### src/rtl/bp_cce_uc_pkg.sv
// Shared types for the uncached CCE responder: message enums, the
// width-parameterized message struct macro and the responder FSM states.
`ifndef BP_CCE_UC_PKG_SV
`define BP_CCE_UC_PKG_SV

// Packed LSB first: msg_type, addr, lce_id, size, data.
`define DECLARE_BP_CCE_UC_MSG_S(paddr_w, lce_id_w) \
    typedef struct packed {                         \
        logic [63:0]         data;                  \
        logic [2:0]          size;                  \
        logic [lce_id_w-1:0] lce_id;                \
        logic [paddr_w-1:0]  addr;                  \
        logic [1:0]          msg_type;              \
    } bp_cce_uc_msg_s

package bp_cce_uc_pkg;

    typedef enum logic [1:0] {
        e_uc_rd     = 2'd0,
        e_uc_wr     = 2'd1,
        e_cached_rd = 2'd2,
        e_cached_wr = 2'd3
    } bp_cce_uc_req_type_e;

    typedef enum logic [1:0] {
        e_uc_data    = 2'd0,
        e_uc_st_done = 2'd1
    } bp_cce_uc_cmd_type_e;

    typedef enum logic [1:0] {
        e_ready    = 2'd0,
        e_mem_cmd  = 2'd1,
        e_mem_resp = 2'd2,
        e_lce_cmd  = 2'd3
    } bp_cce_uc_state_e;

    // Only the two uncached request types are served.
    function automatic logic req_is_legal(input logic [1:0] msg_type);
        return (msg_type == e_uc_rd) || (msg_type == e_uc_wr);
    endfunction

endpackage

`endif

### src/rtl/bp_cce_uc_data_fmt.sv
// Load data formatter: selects the size-aligned byte lane addressed by
// addr[2:0] and replicates it across the 64-bit result.
module bp_cce_uc_data_fmt (
    input  logic [63:0] data_i,
    input  logic [2:0]  addr_i,
    input  logic [2:0]  size_i,
    output logic [63:0] data_o
);

    logic [2:0]  lane_off;
    logic [63:0] shifted;

    always_comb begin
        // NOTE: every combinational output gets a default first so no path leaves it unassigned (no latch).
        lane_off = 3'd0;
        data_o   = data_i;

        // Address bits below the access size are dropped; sizes above 3 act as a full dword.
        case (size_i)
            3'd0:    lane_off = addr_i;
            3'd1:    lane_off = {addr_i[2:1], 1'b0};
            3'd2:    lane_off = {addr_i[2], 2'b00};
            default: lane_off = 3'd0;
        endcase

        shifted = data_i >> {lane_off, 3'b000};

        case (size_i)
            3'd0:    data_o = {8{shifted[7:0]}};
            3'd1:    data_o = {4{shifted[15:0]}};
            3'd2:    data_o = {2{shifted[31:0]}};
            default: data_o = shifted;
        endcase
    end

endmodule

### src/rtl/bp_cce_uc_responder.sv
// Uncached-only CCE responder: serves one LCE uncached load/store at a time
// through a single memory port and answers with uc_data / uc_st_done commands.
module bp_cce_uc_responder
    import bp_cce_uc_pkg::*;
#(
    parameter int paddr_width_p  = 40,
    parameter int lce_id_width_p = 4,
    parameter int data_width_p   = 64,
    localparam int msg_width_lp  = 2 + paddr_width_p + lce_id_width_p + 3 + data_width_p
) (
    input  logic                     clk_i,
    input  logic                     reset_i,

    input  logic [msg_width_lp-1:0]  lce_req_i,
    input  logic                     lce_req_v_i,
    output logic                     lce_req_ready_then_o,

    input  logic [msg_width_lp-1:0]  lce_resp_i,
    input  logic                     lce_resp_v_i,
    output logic                     lce_resp_ready_then_o,

    output logic [msg_width_lp-1:0]  lce_cmd_o,
    output logic                     lce_cmd_v_o,
    input  logic                     lce_cmd_yumi_i,

    output logic [paddr_width_p-1:0] mem_cmd_addr_o,
    output logic                     mem_cmd_w_o,
    output logic [2:0]               mem_cmd_size_o,
    output logic [data_width_p-1:0]  mem_cmd_data_o,
    output logic                     mem_cmd_v_o,
    input  logic                     mem_cmd_ready_and_i,

    input  logic [data_width_p-1:0]  mem_resp_data_i,
    input  logic                     mem_resp_v_i,
    output logic                     mem_resp_yumi_o,

    output logic [7:0]               resp_count_o,
    output logic                     error_o
);

    `DECLARE_BP_CCE_UC_MSG_S(paddr_width_p, lce_id_width_p);

    bp_cce_uc_msg_s   req_cast, hold_r, cmd_cast;
    bp_cce_uc_state_e state_r, state_n;
    logic             out_of_reset_r;
    logic             req_accept;
    logic             hold_is_wr;
    logic [63:0]      fmt_data;
    logic [63:0]      cmd_data_r;
    logic             unused_lce_resp;

    assign req_cast   = lce_req_i;
    assign req_accept = lce_req_ready_then_o & lce_req_v_i;
    assign hold_is_wr = (hold_r.msg_type == e_uc_wr);

    // Response contents carry nothing this responder needs.
    assign unused_lce_resp = ^lce_resp_i;

    // Registered flag keeps both ready outputs low in reset without a reset-to-output path.
    assign lce_req_ready_then_o  = out_of_reset_r & (state_r == e_ready);
    assign lce_resp_ready_then_o = out_of_reset_r;

    always_ff @(posedge clk_i or posedge reset_i) begin
        // NOTE: sequential state uses non-blocking assignments so every register samples pre-edge values.
        if (reset_i) begin
            state_r        <= e_ready;
            out_of_reset_r <= 1'b0;
            error_o        <= 1'b0;
            resp_count_o   <= 8'd0;
        end else begin
            state_r        <= state_n;
            out_of_reset_r <= 1'b1;
            error_o        <= req_accept & ~req_is_legal(req_cast.msg_type);
            if (lce_resp_v_i & lce_resp_ready_then_o)
                resp_count_o <= resp_count_o + 8'd1;
        end
    end

    // NOTE: datapath holding registers are left unreset; they are only read in states reached after a load.
    always_ff @(posedge clk_i) begin
        if (req_accept)
            hold_r <= req_cast;
        if (mem_resp_yumi_o)
            cmd_data_r <= hold_is_wr ? 64'd0 : fmt_data;
    end

    bp_cce_uc_data_fmt data_fmt (
        .data_i (mem_resp_data_i),
        .addr_i (hold_r.addr[2:0]),
        .size_i (hold_r.size),
        .data_o (fmt_data)
    );

    always_comb begin
        state_n         = state_r;
        mem_cmd_v_o     = 1'b0;
        mem_resp_yumi_o = 1'b0;
        lce_cmd_v_o     = 1'b0;

        case (state_r)
            e_ready: begin
                if (req_accept && req_is_legal(req_cast.msg_type))
                    state_n = e_mem_cmd;
            end
            e_mem_cmd: begin
                mem_cmd_v_o = 1'b1;
                if (mem_cmd_ready_and_i)
                    state_n = e_mem_resp;
            end
            e_mem_resp: begin
                mem_resp_yumi_o = mem_resp_v_i;
                if (mem_resp_v_i)
                    state_n = e_lce_cmd;
            end
            e_lce_cmd: begin
                lce_cmd_v_o = 1'b1;
                if (lce_cmd_yumi_i)
                    state_n = e_ready;
            end
            default: state_n = e_ready;
        endcase
    end

    assign mem_cmd_addr_o = hold_r.addr;
    assign mem_cmd_w_o    = hold_is_wr;
    assign mem_cmd_size_o = hold_r.size;
    assign mem_cmd_data_o = hold_r.data;

    always_comb begin
        cmd_cast          = hold_r;
        cmd_cast.msg_type = hold_is_wr ? e_uc_st_done : e_uc_data;
        cmd_cast.data     = cmd_data_r;
    end

    assign lce_cmd_o = cmd_cast;

endmodule

### config.mk
export PLATFORM = sky130hd
export DESIGN_NAME = bp_cce_uc_responder
export DESIGN_NICKNAME = d
export VERILOG_FILES = /design/src/rtl/bp_cce_uc_pkg.sv /design/src/rtl/bp_cce_uc_data_fmt.sv /design/src/rtl/bp_cce_uc_responder.sv
export SDC_FILE = /design/constraint.sdc
export NUM_CORES = 1
export LEC_CHECK = 0
export ABC_AREA = 1
export CAP_MARGIN = 10
export CORE_AREA = 2 2 205 207
export CTS_BUF_LIST = sky130_fd_sc_hd__clkbuf_16
export CTS_CLUSTER_DIAMETER = 120
export CTS_CLUSTER_SIZE = 20
export DETAILED_ROUTE_END_ITERATION = 10
export DIE_AREA = 0 0 207 209
export SYNTH_ARGS = -nofsm -noshare
export SYNTH_HDL_FRONTEND = slang
export SYNTH_SLANG_ARGS = --single-unit
### constraint.sdc
create_clock -name clk_i -period 18.6 [get_ports clk_i]
set_input_delay 2.79 -clock clk_i [delete_from_list [all_inputs] [get_ports clk_i]]
set_output_delay 2.79 -clock clk_i [all_outputs]
set_load 0.02 [all_outputs]
==> results.sh, run 1 <==
export IMPL_yosysSeqAreaShare=0.537
export IMPL_grt_overflow=0
export IMPL_cp_common_cell="clkdlybuf4s50_1"
export IMPL_yosys_top_cells_area="edfxtp_1 (51%), buf_4 (12%), nand3_1 (11%)"
export IMPL_h_tree_depth=4
export IMPL_vias_per_cell=4.58
export IMPL_insertion_delay_ns=0.46
export IMPL_ant_nets=0
export IMPL_dpl_cell_area_um2=13900
export IMPL_crit_chain="clkdlybuf4s50_1 -> nand2_1 -> inv_2 -> clkdlybuf4s50_1"
export IMPL_post_route_period_util=0.385
export IMPL_drv_slew=0
export IMPL_mostFrequentLayoutCell="clkdlybuf4s50_1"
export IMPL_grt_pass1_vias=8189
export IMPL_r2r_slack_ns=14.74
export IMPL_rsz0062_at_grt="no"
export IMPL_synth_top_area_frac=0.508
export IMPL_synth_ff_type="edfxtp_1"
export IMPL_die_w_um=207
export IMPL_numPortBuffers=417
export IMPL_fin_tns_setup_ns=0
export IMPL_vdd_drop_max_mv=0.0603
export IMPL_yosysWarnings=0
export IMPL_status="finished clean"
export IMPL_total_power_w=0.00132
export IMPL_reg2reg_depth=10
export IMPL_row_count=75
export IMPL_syn_area_um2=10500
export IMPL_final_hold_violation_count=0
export IMPL_multi_input_area_um2=2870
export IMPL_setup_violations=0
export IMPL_reg2reg_from="mem_cmd_size_o[1]"
export IMPL_synth_async_sr_flop_share=0.0635
export IMPL_startpoint="mem_resp_v_i"
export IMPL_die_y_um=209
export IMPL_grt_first_pass_wirelength_mm=53.2
export IMPL_worst_ep_arrival_time_ns=4.38
export IMPL_drv_cap=0
export IMPL_initial_core_util=0.253
export IMPL_p_per_area_nw_per_um2=91.0
export IMPL_core_um2=41300
export IMPL_routedWlPerCell_um=19.3
export IMPL_drt_initial_drc_count=734
export IMPL_startpoint_type="input port"
export IMPL_min_path_cells=2
export IMPL_cts_sinks=189
export IMPL_dpl_hpwl_mm=28.6
export IMPL_track_usage=0.166
export IMPL_synth_area_per_cell_um2=9.24
export IMPL_cts_buffers=17
export IMPL_die_area_um2=43300
export IMPL_drc_errors=0
export IMPL_most_common_layout_cells="clkdlybuf4s50_1 (417), nand3_1 (224), nand2_1 (180), edfxtp_1 (177), inv_1 (133)"
export IMPL_ios=532
export IMPL_syn_nets=1435
export IMPL_hp_class="reg -> reg"
export IMPL_worst_setup_path_type="in -> out"
export IMPL_postCtsHoldBufs=0
export IMPL_fin_skew_ns=0.0163
export IMPL_clkTransAtPathRegs_ns=0.07
export IMPL_fillers=4234
export IMPL_leakagePower_nw=5.93
export IMPL_antenna_found_initial=2
export IMPL_end_kind="primary output"
export IMPL_critPathMaxFanout=19
export IMPL_critical_path_max_stage_delay_ns=0.69
export IMPL_slowest_stage="clkdlybuf4s50_1"
export IMPL_cts_resized=0
export IMPL_seq_area_um2=5620
export IMPL_ctsLongestPathBuffers=2
export IMPL_synth_cells=1132
export IMPL_synth_seq_cells=189
export IMPL_min_period_ns=7.17
export IMPL_reg2reg_to="cmd_data_r[29]"
export IMPL_vias=8789
export IMPL_syn_to_final_growth_pct=38.8
export IMPL_maxSlewHeadroom=0.353
export IMPL_crit_end="mem_resp_yumi_o"
export IMPL_drive_above_1_share=0.0392
export IMPL_wl_mm=37.0
export IMPL_ys_types=31
export IMPL_max_clock_freq_ghz=0.140
export IMPL_hold_ws_ns=0.513
export IMPL_clock_tree_root_cell="clkbuf_16"
export IMPL_post_cts_buffers=0
export IMPL_gp_congestion=0.849
export IMPL_grt_max_degree=70
export IMPL_max_slew_worst_pin_slew_ns=0.970
export IMPL_synth_edf_count=177
export IMPL_synth_top_area_cell="edfxtp_1"
export IMPL_nets=1669
export IMPL_cts_tree="yes"
export IMPL_required_ns=15.81
export IMPL_drt_pre_antenna_iters=5
export IMPL_design_area_um2=14500
[cell usage after synthesis (2+ instances only)]
cell type / count
xor2_1: 5
nand4_1: 60
buf_4: 162
inv_2: 4
buf_2: 22
inv_1: 134
ha_1: 6
buf_1: 8
conb_1: 2
nor3_1: 3
clkbuf_1: 16
buf_6: 4
nand2_1: 180
nor4_1: 5
o21ai_1: 8
a21oi_1: 17
nand3_1: 224
edfxtp_1: 177
nor2_1: 58
dfrtp_1: 12
and2_1: 5
o211ai_1: 11
[kinds of logic (layout without fill, tap and decap cells)]
| group | Yosys count | in the layout | share of synthesized area |
|---|---|---|---|
| other cells | 2 | 3 | 0.000718 |
| xor+xnor | 6 | 6 | 0.00502 |
| flops | 189 | 189 | 0.537 |
| simple gates | 539 | 539 | 0.240 |
| fa+ha+maj | 6 | 6 | 0.00717 |
| buf+inv | 352 | 599 | 0.190 |
| compound gates | 38 | 38 | 0.0209 |
[through the flow]
stage | setup WS, ns | cells | util
3_3_place_gp | 11.42 | 1886 | 0.338
3_5_place_dp | 11.43 | 1886 | 0.338
6_report | 11.43 | 1919 | 0.352
5_1_grt | 11.33 | 1918 | 0.352
2_1_floorplan | 10.07 | 1132 | -
4_1_cts | 11.42 | 1918 | 0.352
[layout make-up]
| class | instances | share of cell area |
|---|---|---|
| multi-input combinational | 591 | 0.198 |
| timing repair buffer | 427 | 0.293 |
| antenna | 1 | 0.000172 |
| tap | 539 | 0.0464 |
| clock inverter | 15 | 0.0104 |
| sequential | 189 | 0.387 |
| inverter | 140 | 0.0363 |
| clock buffer | 17 | 0.0293 |
[worst max-delay path, delay by kind of cell]
kind / cells / cell delay, ns
AND/OR/NAND/NOR: 1 / 0.07
buffers and inverters: 3 / 1.49
[per-layer routing]
| layer | track usage | part of all wire | vias to the layer above |
|---|---|---|---|
| met5 | 0 | 0.00035 | - |
| met4 | 0.0532 | 0.019 | 2 |
| met3 | 0.0509 | 0.084 | 32 |
| met2 | 0.268 | 0.48 | 444 |
| met1 | 0.213 | 0.42 | 4186 |
| li1 | - | - | 4125 |
[flip-flops by register name (all words and copies together), names as in the netlist]
name / cells
error_o: 1
mem_cmd_data_o: 64
mem_cmd_addr_o: 40
cmd_data_r: 64
lce_cmd_o: 4
state_r: 2
hold_r: 2
lce_resp_ready_then_o: 1
mem_cmd_size_o: 3
resp_count_o: 8
[worst min path at each step]
stage / from / end / slack (ns)
after floorplan: state_r[1] / state_r[1] / 0.57
after global placement: resp_count_o[5] / resp_count_o[5] / 0.49
after detailed placement: resp_count_o[7] / resp_count_o[7] / 0.49
after CTS: resp_count_o[7] / resp_count_o[7] / 0.51
after global routing: resp_count_o[7] / resp_count_o[7] / 0.54
final: resp_count_o[7] / resp_count_o[7] / 0.51
[power breakdown]
part | internal [W] | leakage [nW] | switching (W)
clock network | 0.000179 | 0.282 | 0.000183
logic | 0.000165 | 3.87 | 0.000235
registers | 0.000535 | 1.77 | 0.0000255
(Power assumes the default switching activity.)
==> inputs of run 2 (changes only) <==
Settings changed: CORE_AREA 2 2 205 207 to 2 2 206 208, DIE_AREA 0 0 207 209 to 0 0 208 210.
Clock period 18.6 ns to 6.8 ns, I/O delays scaled along.
==> results.sh, run 2 (synthesis results as in run 1) <==
export IMPL_status="finished clean"
export IMPL_syn_to_final_growth_pct=39.0
export IMPL_grt_overflow=0
export IMPL_min_path_cells=2
export IMPL_grt_max_degree=112
export IMPL_routedWlPerCell_um=19.5
export IMPL_insertion_delay_ns=0.45
export IMPL_cts_resized=0
export IMPL_min_from="resp_count_o[7]"
export IMPL_worst_setup_path_type="in -> out"
export IMPL_drc_errors=0
export IMPL_wl_mm=37.3
export IMPL_worst_ep_arrival_time_ns=3.01
export IMPL_worst_path_stages=5
export IMPL_required_ns=5.78
export IMPL_reg2reg_depth=10
export IMPL_vias_per_cell=4.58
export IMPL_grt_pass1_vias=8338
export IMPL_rsz0062_at_grt="no"
export IMPL_fin_tns_setup_ns=0
export IMPL_final_hold_violation_count=0
export IMPL_clock_tree_root_cell="clkbuf_16"
export IMPL_ios=532
export IMPL_h_tree_depth=4
export IMPL_critPathMaxFanout=65
export IMPL_gp_congestion=0.852
export IMPL_post_route_period_util=0.593
export IMPL_clkTransAtPathRegs_ns=0.07
export IMPL_startpoint="mem_resp_v_i"
export IMPL_row_count=75
export IMPL_leakagePower_nw=5.94
export IMPL_cts_buffers=17
export IMPL_diodes=0
export IMPL_reg2reg_from="mem_cmd_size_o[1]"
export IMPL_end_kind="primary output"
export IMPL_ctsLongestPathBuffers=2
export IMPL_crit_buf_inv=4
export IMPL_p_per_area_nw_per_um2=253
export IMPL_post_cts_buffers=0
export IMPL_maxSlewHeadroom=0.419
export IMPL_total_power_w=0.00367
export IMPL_grt_first_pass_wirelength_mm=54.6
export IMPL_most_common_layout_cells="clkdlybuf4s50_1 (417), nand3_1 (224), nand2_1 (180), edfxtp_1 (177), inv_1 (133)"
export IMPL_fin_skew_ns=0.0131
export IMPL_antenna_found_initial=1
export IMPL_ant_nets=0
export IMPL_fillers=4231
export IMPL_initial_core_util=0.252
export IMPL_mostFrequentLayoutCell="clkdlybuf4s50_1"
export IMPL_drt_initial_drc_count=782
export IMPL_startpoint_type="input port"
export IMPL_max_clock_freq_ghz=0.248
export IMPL_drive_above_1_share=0.0377
export IMPL_cp_common_cell="clkdlybuf4s50_1"
export IMPL_die_area_um2=43700
export IMPL_core_um2=41500
export IMPL_vdd_drop_max_mv=0.150
export IMPL_min_period_ns=4.03
export IMPL_critical_path_top_delay_family="buffers and inverters"
export IMPL_vias=8780
export IMPL_cts_sinks=189
export IMPL_critical_path_max_stage_delay_ns=0.75
export IMPL_nets=1668
export IMPL_postCtsHoldBufs=0
export IMPL_drv_cap=0
export IMPL_numPortBuffers=417
export IMPL_setup_violations=0
export IMPL_drt_pre_antenna_iters=5
export IMPL_dpl_hpwl_mm=28.6
export IMPL_crit_chain="clkdlybuf4s50_1 -> nand2_1 -> inv_2 -> buf_4 -> clkdlybuf4s50_1"
export IMPL_max_slew_worst_pin_slew_ns=0.871
export IMPL_track_usage=0.168
export IMPL_drv_slew=0
export IMPL_slowest_stage="clkdlybuf4s50_1"
export IMPL_hp_class="reg -> reg"
export IMPL_cts_tree="yes"
export IMPL_die_y_um=210
export IMPL_die_w_um=208
run 2: final timing paths:
kind                       slack [ns]               to
max                              2.77  mem_resp_yumi_o
min                              0.52  resp_count_o[7]
max reg2reg                      2.90   cmd_data_r[35]
min reg2reg                      0.52  resp_count_o[7]
max in group asynchronous        5.59       state_r[1]
min in group asynchronous        0.88       state_r[0]
run 2: worst reg2reg max path, stage by stage, from the launching register on:
cell and delay [ns]:
edfxtp_1 0.52, nor2_4 0.06, buf_4 0.35, nand2_4 0.65, clkinv_2 0.91, nand3_1 0.39
nand3_1 0.19, nand2_1 0.25, nand2_1 0.08, nand3_1 0.18, inv_1 0.07
run 2: power breakdown:
group | internal, W | switching [W] | total, W
registers | 0.00147 | 0.0000688 | 0.00153
clock network | 0.000556 | 0.000486 | 0.00104
logic | 0.000452 | 0.000647 | 0.00110
run 2: cell type report:
cell class,instances,area [µm²],area share
Inverter,140,527,0.0362
Clock inverter,15,175,0.0120
Sequential cell,189,5620,0.386
Tap cell,539,674,0.0464
Clock buffer,17,425,0.0292
Multi-Input combinational cell,591,2870,0.198
Timing Repair Buffer,426,4250,0.292
run 2: per-stage QoR:
stage,hold slack [ns],cell area [µm²],std cells,util,worst slack [ns]
after floorplan,0.572,10500,1132,-,0.0424
after global placement,0.493,13900,1885,0.336,2.73
final,0.524,14500,1917,0.351,2.77
after detailed placement,0.500,13900,1885,0.336,2.74
after global routing,0.547,14500,1917,0.351,2.64
after CTS,0.525,14500,1917,0.351,2.72
run 2: metal layers:
| metal | wire (µm) | track usage | up-vias |
|---|---|---|---|
| met4 | 743 | 0.0531 | 2 |
| met5 | 13 | 0 | - |
| met1 | 15300 | 0.215 | 4137 |
| met2 | 17800 | 0.272 | 484 |
| li1 | - | - | 4127 |
| met3 | 3470 | 0.0514 | 30 |
==> inputs of run 3 (changes only) <==
Settings changed: CORE_AREA 2 2 206 208 to 2 2 204 206, DIE_AREA 0 0 208 210 to 0 0 206 208.
Clock period 6.8 ns to 3.5 ns, I/O delays scaled along.
==> results.sh, run 3 (synthesis results as in run 1) <==
export IMPL_max_slew_worst_pin_slew_ns=0.877
export IMPL_cts_buffers=17
export IMPL_critPathMaxFanout=62
export IMPL_max_clock_freq_ghz=0.349
export IMPL_fin_skew_ns=0.0142
export IMPL_drv_cap=0
export IMPL_p_comb_frac=0.308
export IMPL_fin_tns_setup_ns=0
export IMPL_ant_nets=0
export IMPL_grt_first_pass_wirelength_mm=56.7
export IMPL_switching_share=0.324
export IMPL_r2r_slack_ns=0.64
export IMPL_ios=532
export IMPL_gp_congestion=0.855
export IMPL_routedWlPerCell_um=20.9
export IMPL_postCtsHoldBufs=0
export IMPL_cts_sinks=189
export IMPL_final_hold_violation_count=0
export IMPL_die_area_um2=42800
export IMPL_post_route_period_util=0.818
export IMPL_nets=1679
export IMPL_track_usage=0.184
export IMPL_row_count=74
export IMPL_worst_ep_arrival_time_ns=3.05
export IMPL_worst_setup_path_type="reg -> reg"
export IMPL_status="finished clean"
export IMPL_syn_to_final_growth_pct=39.7
export IMPL_initial_core_util=0.258
export IMPL_drc_errors=0
export IMPL_clkTransAtPathRegs_ns=0.07
export IMPL_p_clk_frac=0.272
export IMPL_h_tree_depth=4
export IMPL_drive_above_1_share=0.0432
export IMPL_startpoint_type="register"
export IMPL_hp_class="in -> async"
export IMPL_antenna_found_initial=10
export IMPL_min_period_ns=2.86
export IMPL_drv_slew=0
export IMPL_drt_pre_antenna_iters=7
export IMPL_vias_per_cell=4.60
export IMPL_maxSlewHeadroom=0.413
export IMPL_grt_pass1_vias=8374
export IMPL_core_um2=40600
export IMPL_die_w_um=206
export IMPL_cts_tree="yes"
export IMPL_p_per_area_nw_per_um2=485
export IMPL_dpl_hpwl_mm=31.5
export IMPL_clock_tree_root_cell="clkbuf_16"
export IMPL_dpl_cell_area_um2=14000
export IMPL_mostFrequentLayoutCell="clkdlybuf4s50_1"
export IMPL_cts_resized=0
export IMPL_insertion_delay_ns=0.45
export IMPL_design_area_um2=14600
export IMPL_total_power_w=0.00708
export IMPL_vias=8847
export IMPL_final_setup_worst_slack_ns=0.637
export IMPL_leakagePower_nw=5.98
export IMPL_required_ns=3.69
export IMPL_numPortBuffers=417
export IMPL_rsz0062_at_grt="no"
export IMPL_die_y_um=208
export IMPL_wl_mm=40.2
export IMPL_end_kind="register"
export IMPL_grt_max_degree=71
export IMPL_setup_violations=0
export IMPL_dp_worst_setup_slack_ns=0.690
export IMPL_reg2reg_depth=9
export IMPL_drt_initial_drc_count=805
export IMPL_vdd_drop_max_mv=0.216
export IMPL_ctsLongestPathBuffers=2
export IMPL_most_common_layout_cells="clkdlybuf4s50_1 (417), nand3_1 (224), nand2_1 (180), edfxtp_1 (177), inv_1 (136)"
export IMPL_seqPwrFrac=0.420
export IMPL_internal_power_w=0.00479
export IMPL_switchingPower_w=0.00230
export IMPL_post_cts_buffers=0
export IMPL_grt_overflow=0
-- run 3: cell count changes in the layout (fill, tap and decap cells not counted), sizes merged --
cell	delta
inv	-2
clkinv	-2
clkinvlp	+4
diode	+3
buf	+11
-- run 3: worst paths after layout --
| check | to | start |
|---|---|---|
| setup / recovery | cmd_data_r[63] | mem_cmd_size_o[1] |
| hold / removal | resp_count_o[7] | reset_i |
| setup reg to reg | cmd_data_r[63] | mem_cmd_size_o[1] |
| hold reg to reg | resp_count_o[5] | resp_count_o[5] |
| max in group asynchronous | resp_count_o[3] | reset_i |
| min in group clk_i | resp_count_o[5] | resp_count_o[5] |
-- run 3: layout make-up --
| type | count | area [µm²] |
|---|---|---|
| well taps | 532 | 666 |
| repair buffers | 437 | 4350 |
| clock buffers | 17 | 425 |
| clock inverters | 15 | 149 |
| flip-flops and latches | 189 | 5620 |
| fillers | 4159 | 25900 |
| inverters | 140 | 527 |
| diodes | 3 | 7.51 |
| multi-input cells | 591 | 2870 |
-- run 3: metrics by stage --
stage               instances   util  hold WS, ns
finish                   1924  0.360        0.392
global route             1923  0.360        0.424
CTS                      1921  0.360        0.382
detailed placement       1889  0.346        0.486
global placement         1889  0.346        0.484
floorplan                1132      -        0.390
-- run 3: worst max-delay path, cell delays in order (launching register included) --
cell and delay (ns):
edfxtp_1 0.53, nor2_4 0.26, buf_4 0.57, nand4_1 0.22, nand3_1 0.20, nand3_1 0.15, nand3_1 0.15, nand3_1 0.11
nor2_1 0.29, nor2_1 0.08
-- run 3: power by group through the flow --
stage / combinational (W) / sequential, W / clock (W)
3_3_place_gp: 0.00218 / 0.00302 / 0
5_1_grt: 0.00235 / 0.00300 / 0.00206
4_1_cts: 0.00220 / 0.00298 / 0.00199
2_1_floorplan: 0.000994 / 0.00321 / 0
6_report: 0.00218 / 0.00297 / 0.00193
3_5_place_dp: 0.00220 / 0.00303 / 0
-- run 3: per-layer routing --
metal  up-vias  track usage  wire length [µm]
met5         -            0                36
met4         6       0.0675              1050
met3        51       0.0689              4540
met2       507        0.299             19400
met1      4138        0.220             15200
li1       4145            -                 -
